## config.mk

```make
export PLATFORM = sky130hd
export DESIGN_NAME = mips_stage_mem_mc_flat
export DESIGN_NICKNAME = d
export VERILOG_FILES = /design/src/rtl/mips_stage_mem_mc_if.sv /design/src/rtl/mips_stage_mem_mc.sv /design/src/flat_wrapper.sv
export SDC_FILE = /design/constraint.sdc
export NUM_CORES = 2
export LEC_CHECK = 0
export BUFFER_PORTS_ARGS = -buffer_cell sky130_fd_sc_hd__buf_4
export CAP_MARGIN = 20
export CORE_AREA = 5 5 290 575
export CTS_CLUSTER_DIAMETER = 30
export DETAILED_ROUTE_END_ITERATION = 7
export DIE_AREA = 0 0 295 580
export HOLD_SLACK_MARGIN = 0.03
export PLACE_DENSITY = 0.71
export SLEW_MARGIN = 30
export SYNTH_ARGS = -nofsm -noshare
export SYNTH_HDL_FRONTEND = slang
export SYNTH_SLANG_ARGS = --single-unit
export TNS_END_PERCENT = 5
```

## constraint.sdc

```tcl
create_clock -name clock -period 16.3 [get_ports clock]
set_input_delay 2.445 -clock clock [delete_from_list [all_inputs] [get_ports clock]]
set_output_delay 2.445 -clock clock [all_outputs]
set_load 0.005 [all_outputs]
```

## src/rtl/mips_stage_mem_mc_if.sv

```systemverilog
// rtl/mips_stage_mem_mc_if.sv - EX/MEM input and MEM/WB output handshake bundle for the memory stage
interface mips_stage_mem_mc_if;
    logic        in_valid;
    logic        in_ready;
    logic [31:0] in_instr;
    logic [31:0] in_pc;
    logic [31:0] in_alu;
    logic [31:0] in_store;
    logic [4:0]  in_regdst;
    logic        in_regwrite;
    logic        in_memread;
    logic        in_memwrite;
    logic [2:0]  in_memop;

    logic        out_valid;
    logic        out_ready;
    logic [31:0] out_instr;
    logic [31:0] out_pc;
    logic [31:0] out_alu;
    logic [31:0] out_memout;
    logic [4:0]  out_regdst;
    logic        out_regwrite;
    logic        out_fault;

    modport slave (
        input  in_valid, in_instr, in_pc, in_alu, in_store, in_regdst,
               in_regwrite, in_memread, in_memwrite, in_memop, out_ready,
        output in_ready, out_valid, out_instr, out_pc, out_alu, out_memout,
               out_regdst, out_regwrite, out_fault
    );

    modport master (
        output in_valid, in_instr, in_pc, in_alu, in_store, in_regdst,
               in_regwrite, in_memread, in_memwrite, in_memop, out_ready,
        input  in_ready, out_valid, out_instr, out_pc, out_alu, out_memout,
               out_regdst, out_regwrite, out_fault
    );
endinterface

```

## src/rtl/mips_stage_mem_mc.sv

```systemverilog
// rtl/mips_stage_mem_mc.sv - MIPS memory stage with latency-configurable data memory and handshakes
module mips_stage_mem_mc #(
    parameter int ADDR_L  = 64,
    parameter int ADDR_W  = $clog2(ADDR_L),
    parameter int LATENCY = 1,
    parameter int WORD_W  = 32
) (
    input  logic               clock,
    input  logic               reset,
    mips_stage_mem_mc_if.slave bus,
    output logic               busy
);
    typedef enum logic {S_IDLE, S_ACCESS} state_t;

    state_t              state_q, state_d;
    logic [2:0]          cnt_q, cnt_d;
    logic [WORD_W-1:0]   mem [ADDR_L];

    // Operands captured at accept so a multi-cycle access is independent of the EX/MEM side
    logic [WORD_W-1:0]   lat_instr_q, lat_pc_q, lat_alu_q, lat_store_q;
    logic [4:0]          lat_regdst_q;
    logic                lat_regwrite_q, lat_memread_q, lat_memwrite_q;
    logic [2:0]          lat_memop_q;

    logic [WORD_W-1:0]   out_instr_q, out_pc_q, out_alu_q, out_memout_q;
    logic [WORD_W-1:0]   out_instr_d, out_pc_d, out_alu_d, out_memout_d;
    logic [4:0]          out_regdst_q, out_regdst_d;
    logic                out_valid_q, out_valid_d, out_regwrite_q, out_regwrite_d;
    logic                out_fault_q, out_fault_d;

    logic [WORD_W-1:0]   op_instr, op_pc, op_alu, op_store;
    logic [4:0]          op_regdst;
    logic                op_regwrite, op_memread, op_memwrite;
    logic [2:0]          op_memop;
    logic                is_mem, is_load, is_store, fault;
    logic [ADDR_W-1:0]   idx;
    logic [3:0]          be;
    logic [WORD_W-1:0]   wdata, word_rd, load_ext;
    logic [7:0]          lane_b;
    logic [15:0]         lane_h;
    logic                in_ready, accept, go_access, done, mem_we;

    // Operand source: live inputs while idle, captured copy while an access is in flight
    always_comb begin
        if (state_q == S_ACCESS) begin
            op_instr = lat_instr_q;   op_pc = lat_pc_q;   op_alu = lat_alu_q;
            op_store = lat_store_q;   op_regdst = lat_regdst_q;
            op_regwrite = lat_regwrite_q; op_memread = lat_memread_q;
            op_memwrite = lat_memwrite_q; op_memop = lat_memop_q;
        end else begin
            op_instr = bus.in_instr;  op_pc = bus.in_pc;  op_alu = bus.in_alu;
            op_store = bus.in_store;  op_regdst = bus.in_regdst;
            op_regwrite = bus.in_regwrite; op_memread = bus.in_memread;
            op_memwrite = bus.in_memwrite; op_memop = bus.in_memop;
        end
    end

    // Alignment check, byte-lane enables, store data replication and load extraction
    always_comb begin
        is_mem   = op_memread || op_memwrite;
        is_store = op_memwrite;
        is_load  = op_memread && !op_memwrite;
        fault    = 1'b0;
        if (is_mem) begin
            case (op_memop[1:0])
                2'b00:   fault = 1'b0;
                2'b01:   fault = op_alu[0];
                2'b10:   fault = (op_alu[1:0] != 2'b00);
                default: fault = 1'b1;
            endcase
        end
        idx     = op_alu[ADDR_W+1:2];
        word_rd = mem[idx];
        lane_b  = word_rd[{op_alu[1:0], 3'b000} +: 8];
        lane_h  = op_alu[1] ? word_rd[31:16] : word_rd[15:0];
        case (op_memop[1:0])
            2'b00: begin
                be       = 4'b0001 << op_alu[1:0];
                wdata    = {4{op_store[7:0]}};
                load_ext = op_memop[2] ? {24'd0, lane_b} : {{24{lane_b[7]}}, lane_b};
            end
            2'b01: begin
                be       = op_alu[1] ? 4'b1100 : 4'b0011;
                wdata    = {2{op_store[15:0]}};
                load_ext = op_memop[2] ? {16'd0, lane_h} : {{16{lane_h[15]}}, lane_h};
            end
            default: begin
                be       = 4'b1111;
                wdata    = op_store;
                load_ext = word_rd;
            end
        endcase
    end

    // State and countdown register
    always_ff @(posedge clock) begin
        if (reset) begin
            state_q <= S_IDLE;
            cnt_q   <= 3'd0;
        end else begin
            state_q <= state_d;
            cnt_q   <= cnt_d;
        end
    end

    // Next state: only error-free memory ops with LATENCY>1 take the ACCESS detour
    always_comb begin
        state_d = state_q;
        cnt_d   = cnt_q;
        case (state_q)
            S_IDLE: if (go_access) begin
                state_d = S_ACCESS;
                cnt_d   = 3'(LATENCY - 1);
            end
            S_ACCESS: begin
                cnt_d = cnt_q - 3'd1;
                if (cnt_q == 3'd1) state_d = S_IDLE;
            end
            default: state_d = S_IDLE;
        endcase
    end

    // FSM outputs: handshake, result-register strobe and gated memory write enable
    always_comb begin
        in_ready  = (state_q == S_IDLE) && (!out_valid_q || bus.out_ready);
        busy      = (state_q != S_IDLE);
        accept    = bus.in_valid && in_ready;
        go_access = accept && is_mem && !fault && (LATENCY > 1);
        done      = (accept && !go_access) || ((state_q == S_ACCESS) && (cnt_q == 3'd1));
        mem_we    = done && is_store && !fault && !reset;
    end

    // Capture operands on accept for the multi-cycle path
    always_ff @(posedge clock) begin
        if (accept) begin
            lat_instr_q    <= bus.in_instr;    lat_pc_q       <= bus.in_pc;
            lat_alu_q      <= bus.in_alu;      lat_store_q    <= bus.in_store;
            lat_regdst_q   <= bus.in_regdst;   lat_regwrite_q <= bus.in_regwrite;
            lat_memread_q  <= bus.in_memread;  lat_memwrite_q <= bus.in_memwrite;
            lat_memop_q    <= bus.in_memop;
        end
    end

    // Byte-enabled data memory write on the edge where the result registers
    always_ff @(posedge clock) begin
        for (int i = 0; i < 4; i++) begin
            if (mem_we && be[i]) mem[idx][8*i +: 8] <= wdata[8*i +: 8];
        end
    end

    // MEM/WB next-state: load a new result, or drop valid once consumed
    always_comb begin
        out_valid_d    = out_valid_q;
        out_instr_d    = out_instr_q;
        out_pc_d       = out_pc_q;
        out_alu_d      = out_alu_q;
        out_memout_d   = out_memout_q;
        out_regdst_d   = out_regdst_q;
        out_regwrite_d = out_regwrite_q;
        out_fault_d    = out_fault_q;
        if (done) begin
            out_valid_d    = 1'b1;
            out_instr_d    = op_instr;
            out_pc_d       = op_pc;
            out_alu_d      = op_alu;
            out_memout_d   = (is_load && !fault) ? load_ext : '0;
            out_regdst_d   = op_regdst;
            out_regwrite_d = op_regwrite && !fault;
            out_fault_d    = fault;
        end else if (bus.out_ready) begin
            out_valid_d = 1'b0;
        end
    end

    // MEM/WB register
    always_ff @(posedge clock) begin
        if (reset) begin
            out_valid_q  <= 1'b0; out_instr_q    <= '0; out_pc_q    <= '0;
            out_alu_q    <= '0;   out_memout_q   <= '0; out_regdst_q <= '0;
            out_regwrite_q <= 1'b0; out_fault_q  <= 1'b0;
        end else begin
            out_valid_q  <= out_valid_d;  out_instr_q    <= out_instr_d;
            out_pc_q     <= out_pc_d;     out_alu_q      <= out_alu_d;
            out_memout_q <= out_memout_d; out_regdst_q   <= out_regdst_d;
            out_regwrite_q <= out_regwrite_d; out_fault_q <= out_fault_d;
        end
    end

    assign bus.in_ready     = in_ready;
    assign bus.out_valid    = out_valid_q;
    assign bus.out_instr    = out_instr_q;
    assign bus.out_pc       = out_pc_q;
    assign bus.out_alu      = out_alu_q;
    assign bus.out_memout   = out_memout_q;
    assign bus.out_regdst   = out_regdst_q;
    assign bus.out_regwrite = out_regwrite_q;
    assign bus.out_fault    = out_fault_q;
endmodule

```

## src/flat_wrapper.sv

```systemverilog
// flat-port wrapper written by rule: the top's interface ports become plain ports
module mips_stage_mem_mc_flat 
#(
    parameter int ADDR_L  = 64,
    parameter int ADDR_W  = $clog2(ADDR_L),
    parameter int LATENCY = 1,
    parameter int WORD_W  = 32
)
  (clock, reset, busy, bus_in_valid, bus_in_instr, bus_in_pc, bus_in_alu, bus_in_store, bus_in_regdst, bus_in_regwrite, bus_in_memread, bus_in_memwrite, bus_in_memop, bus_out_ready, bus_in_ready, bus_out_valid, bus_out_instr, bus_out_pc, bus_out_alu, bus_out_memout, bus_out_regdst, bus_out_regwrite, bus_out_fault);
  mips_stage_mem_mc_if bus_i ();
  input  logic clock;
  input  logic reset;
  output logic busy;
  input wire logic [$bits(bus_i.in_valid)-1:0] bus_in_valid;
  input wire logic [$bits(bus_i.in_instr)-1:0] bus_in_instr;
  input wire logic [$bits(bus_i.in_pc)-1:0] bus_in_pc;
  input wire logic [$bits(bus_i.in_alu)-1:0] bus_in_alu;
  input wire logic [$bits(bus_i.in_store)-1:0] bus_in_store;
  input wire logic [$bits(bus_i.in_regdst)-1:0] bus_in_regdst;
  input wire logic [$bits(bus_i.in_regwrite)-1:0] bus_in_regwrite;
  input wire logic [$bits(bus_i.in_memread)-1:0] bus_in_memread;
  input wire logic [$bits(bus_i.in_memwrite)-1:0] bus_in_memwrite;
  input wire logic [$bits(bus_i.in_memop)-1:0] bus_in_memop;
  input wire logic [$bits(bus_i.out_ready)-1:0] bus_out_ready;
  output wire logic [$bits(bus_i.in_ready)-1:0] bus_in_ready;
  output wire logic [$bits(bus_i.out_valid)-1:0] bus_out_valid;
  output wire logic [$bits(bus_i.out_instr)-1:0] bus_out_instr;
  output wire logic [$bits(bus_i.out_pc)-1:0] bus_out_pc;
  output wire logic [$bits(bus_i.out_alu)-1:0] bus_out_alu;
  output wire logic [$bits(bus_i.out_memout)-1:0] bus_out_memout;
  output wire logic [$bits(bus_i.out_regdst)-1:0] bus_out_regdst;
  output wire logic [$bits(bus_i.out_regwrite)-1:0] bus_out_regwrite;
  output wire logic [$bits(bus_i.out_fault)-1:0] bus_out_fault;
  assign bus_i.in_valid = bus_in_valid;
  assign bus_i.in_instr = bus_in_instr;
  assign bus_i.in_pc = bus_in_pc;
  assign bus_i.in_alu = bus_in_alu;
  assign bus_i.in_store = bus_in_store;
  assign bus_i.in_regdst = bus_in_regdst;
  assign bus_i.in_regwrite = bus_in_regwrite;
  assign bus_i.in_memread = bus_in_memread;
  assign bus_i.in_memwrite = bus_in_memwrite;
  assign bus_i.in_memop = bus_in_memop;
  assign bus_i.out_ready = bus_out_ready;
  assign bus_in_ready = bus_i.in_ready;
  assign bus_out_valid = bus_i.out_valid;
  assign bus_out_instr = bus_i.out_instr;
  assign bus_out_pc = bus_i.out_pc;
  assign bus_out_alu = bus_i.out_alu;
  assign bus_out_memout = bus_i.out_memout;
  assign bus_out_regdst = bus_i.out_regdst;
  assign bus_out_regwrite = bus_i.out_regwrite;
  assign bus_out_fault = bus_i.out_fault;
  mips_stage_mem_mc #(.ADDR_L(ADDR_L), .ADDR_W(ADDR_W), .LATENCY(LATENCY), .WORD_W(WORD_W)) u_core (.clock(clock), .reset(reset), .bus(bus_i), .busy(busy));
endmodule
```

==> out/metrics.cfg <==
[run_status]
status=finished clean

[critical_path]
rr_endpoint=u_core.bus.out_memout[16]
cp-start-kind=input pin
critical_path.slowest_cell=a32oi_1
ff2ff_path_depth=14
critical_path_class=input pin to register
required_ns=17.06
max_stage_delay_ns=0.87
r2r_slack_ns=9.34
crit_path_end_kind=register
path_cells=buf_4 > mux2i_4 > buf_4 > nor2_4 > buf_4 > buf_4 > a32oi_1 > o221ai_1 > nor4_1 > nand4_1 > o21ai_2 > o2111ai_4 > a21o_4 > o21ai_0
cpMostUsedCell=buf_4
r2r-start=u_core.busy
cp.arrival_ns=7.85
cp_max_fo=26

[pwr]
power_w=0.01243
power.density_mw_per_mm2=122.7
max-vdd-ir-drop_mv=0.09345
power.leakage_nw=32.44

[sta]
worst_hold_slack_ns=0.4810
tightestPinTransition_ns=1.187
slew_headroom_pct=20.51
finClkSkew_ns=0.04693
hold_viol=0
rsz0062_at_grt=false
fin_crit_ns=7.088
tns_ns=0
fin_crit_sh_pct=43.49
slew_violations=0
max_freq_mhz=141.1
setup_viol=0

[cts]
cts.clk_slew.worst_paths_ns=0.07
cts_hold_buf=0
clock-root-buffer=clkbuf_16
tritoncts=built
cts_buffers=204
htreeDepth=4
postCtsSetupRepairBufs=0
cts_max_path_buffers=4
clk_latency_ns=0.85
clock-sinks=2327
post_cts_resized=0

[route]
dr_wl_met2_microns=139800
wl_per_cell_microns=34.72
dr_wl_met3_microns=30490
top_layer=met5
drc=0
drt-vias-per-instance=6.923
vias=57660
wl_microns=289100
drtIter0Drc=7920
ant_nets=0
drt-met1-wl_microns=87120
drtPass1Iterations=8

[die]
rows=209
io_pins=281
die_w_microns=295
initial_core_util_pct=54.55
design.die.area_sq_mm=0.1711
fp.dieH_microns=580
coreArea_sq_mm=0.1619

[global_routing]
grt_pass1_wl_microns=405200
grt_pass1_vias=56560
grt.total_usage_pct=32.69
grt_start_max_net_pins=116
gr-total-overflow=0
antenna_found_initial=16

[placement]
dp.cells=7945
hpwl_microns=180700
gp_congestion=0.9630
io_buffers=280

[job]
maxCapViolCount=0

[synth]
yosysUniqueCellTypes=95
synth_warnings=0
synth_cells=5655
syn_avg_cell_area_sq_um=15.61
async_reset_ff_share_pct=0
synthFlopType=edfxtp_1
seq_area_frac_synth_pct=77.55
syn_nets=5800
ys_ff_latch=2327
synth_edf_count=2187
synth_area_sq_mm=0.08829

[hold_path]
min_path_type=register to register
whs_path_depth=2
hold_end=u_core.bus.out_memout[19]
min_from=u_core.bus.out_memout[19]

[layout]
fillers=11330
fin_nets=6186
layout-drive-gt1-share_pct=18.21
stdcell_count=8328
area_delta_synth_final_pct=14.73

-- report_power, final --
group	leakage, nW	internal [W]	total, W	switching (W)
logic	8.18	0.000207	0.000819	0.000612
clock network	3.30	0.00275	0.00497	0.00222
registers	21.0	0.00662	0.00665	0.0000262
-- logic make-up (layout without fill, tap and decap cells) --
family	after synthesis	in the layout	share of synthesized area (%)
xor+xnor	2	2	0.01984
flops	2327	2327	77.55
simple gates	1210	1210	6.310
compound gates	1477	1477	11.25
fa+ha+maj	2	2	0.02834
mux	200	200	2.379
other cells	0	13	0
buf+inv	437	987	2.456
-- per-stage QoR --
step,cell area [sq um],worst slack [ns],util [%]
floorplan,88290,8.105,-
global placement,94110,8.210,58.14
detailed placement,94390,8.750,58.31
CTS,101200,9.602,62.53
global route,101300,9.315,62.58
finish,101300,9.212,62.58
-- Yosys cell counts, types with 34 or more instances --
| library cell | instances | area share, % |
|---|---|---|
| mux2_2 | 34 | 0.43 |
| dfxtp_1 | 140 | 3.2 |
| a21oi_1 | 154 | 0.87 |
| a31oi_1 | 66 | 0.47 |
| nand2_1 | 291 | 1.2 |
| buf_4 | 35 | 0.30 |
| a211oi_1 | 132 | 1.1 |
| buf_2 | 140 | 0.79 |
| mux2i_1 | 159 | 1.8 |
| a22oi_1 | 34 | 0.29 |
| o22a_1 | 44 | 0.44 |
| edfxtp_1 | 2187 | 74 |
| clkbuf_1 | 191 | 0.81 |
| nor3_1 | 311 | 1.8 |
| o221ai_1 | 77 | 0.76 |
| o21ai_0 | 162 | 0.92 |
| o22ai_1 | 601 | 4.3 |
| nor4_1 | 93 | 0.66 |
| nor2_1 | 368 | 1.6 |
-- worst max-delay path by stage --
stage	start	to	slack [ns]
finish	bus_in_alu[4]	u_core.bus.out_memout[16]	9.21
global route	bus_in_alu[4]	u_core.bus.out_memout[17]	9.32
CTS	bus_in_alu[3]	u_core.bus.out_memout[5]	9.60
detailed placement	bus_in_alu[3]	u_core.bus.out_memout[5]	8.75
global placement	bus_in_alu[4]	u_core.bus.out_memout[14]	8.21
floorplan	bus_out_ready	u_core.mem[10][24]	8.10
-- registers in the layout, summed over array words and instances, names as in the netlist --
signal,flops
u_core.bus.out_alu,32
u_core.bus.out_fault,1
u_core.bus.out_instr,32
u_core.bus.out_memout,32
u_core.bus.out_pc,32
u_core.bus.out_regdst,5
u_core.bus.out_regwrite,1
u_core.bus.out_valid,1
u_core.busy,1
u_core.cnt_q,3
u_core.lat_alu_q,32
u_core.lat_instr_q,32
u_core.lat_memop_q,3
u_core.lat_memread_q,1
u_core.lat_memwrite_q,1
u_core.lat_pc_q,32
u_core.lat_regdst_q,5
u_core.lat_regwrite_q,1
u_core.lat_store_q,32
u_core.mem,2048
-- placed cells by master (no fill, tap or decap), drive strengths merged, types with 11 or more instances in the layout --
master | Yosys | final
o21ai | 185 | 185
a32oi | 18 | 18
o221ai | 77 | 77
a221oi | 17 | 17
diode | 0 | 13
nor2 | 368 | 368
clkinv | 0 | 69
o211ai | 13 | 13
nand3 | 32 | 32
a211oi | 134 | 134
mux2 | 37 | 37
nand4 | 22 | 22
o22ai | 602 | 602
o31a | 11 | 11
o32ai | 12 | 12
a2111oi | 30 | 30
a21oi | 155 | 155
edfxtp | 2187 | 2187
and2 | 23 | 23
inv | 11 | 30
nor3 | 312 | 312
mux2i | 162 | 162
nor4 | 93 | 93
clkbuf | 191 | 246
a31oi | 67 | 67
nand2 | 291 | 291
bufinv | 0 | 22
a22oi | 34 | 34
a32o | 12 | 12
o22a | 44 | 44
clkinvlp | 0 | 14
dfxtp | 140 | 140
buf | 235 | 606
-- per-layer routing --
metal / GRT usage, % / up-vias
li1: - / 23580
met1: 35.98 / 28460
met2: 53.72 / 4393
met3: 6.985 / 1211
met4: 27.67 / 10
met5: 0 / -
-- layout make-up --
| cell class | instances | area, sq um | area share [%] |
|---|---|---|---|
| sequential | 2327 | 68480 | 67.60 |
| multi-input combinational | 2891 | 18580 | 18.34 |
| clock buffer | 246 | 5399 | 5.330 |
| timing repair buffer | 606 | 4701 | 4.640 |
| tap | 2110 | 2640 | 2.606 |
| clock inverter | 124 | 1431 | 1.413 |
| inverter | 11 | 41.29 | 0.04076 |
| antenna | 13 | 32.53 | 0.03211 |
-- critical path: cells and delay by family --
family / cells / cell delay [ns]
AOI/OAI and AO/OA: 6 / 2.21
buffers and inverters: 4 / 1.36
and+or+nand+nor: 3 / 1.06
muxes: 1 / 0.68
(Power assumes the default switching activity.)
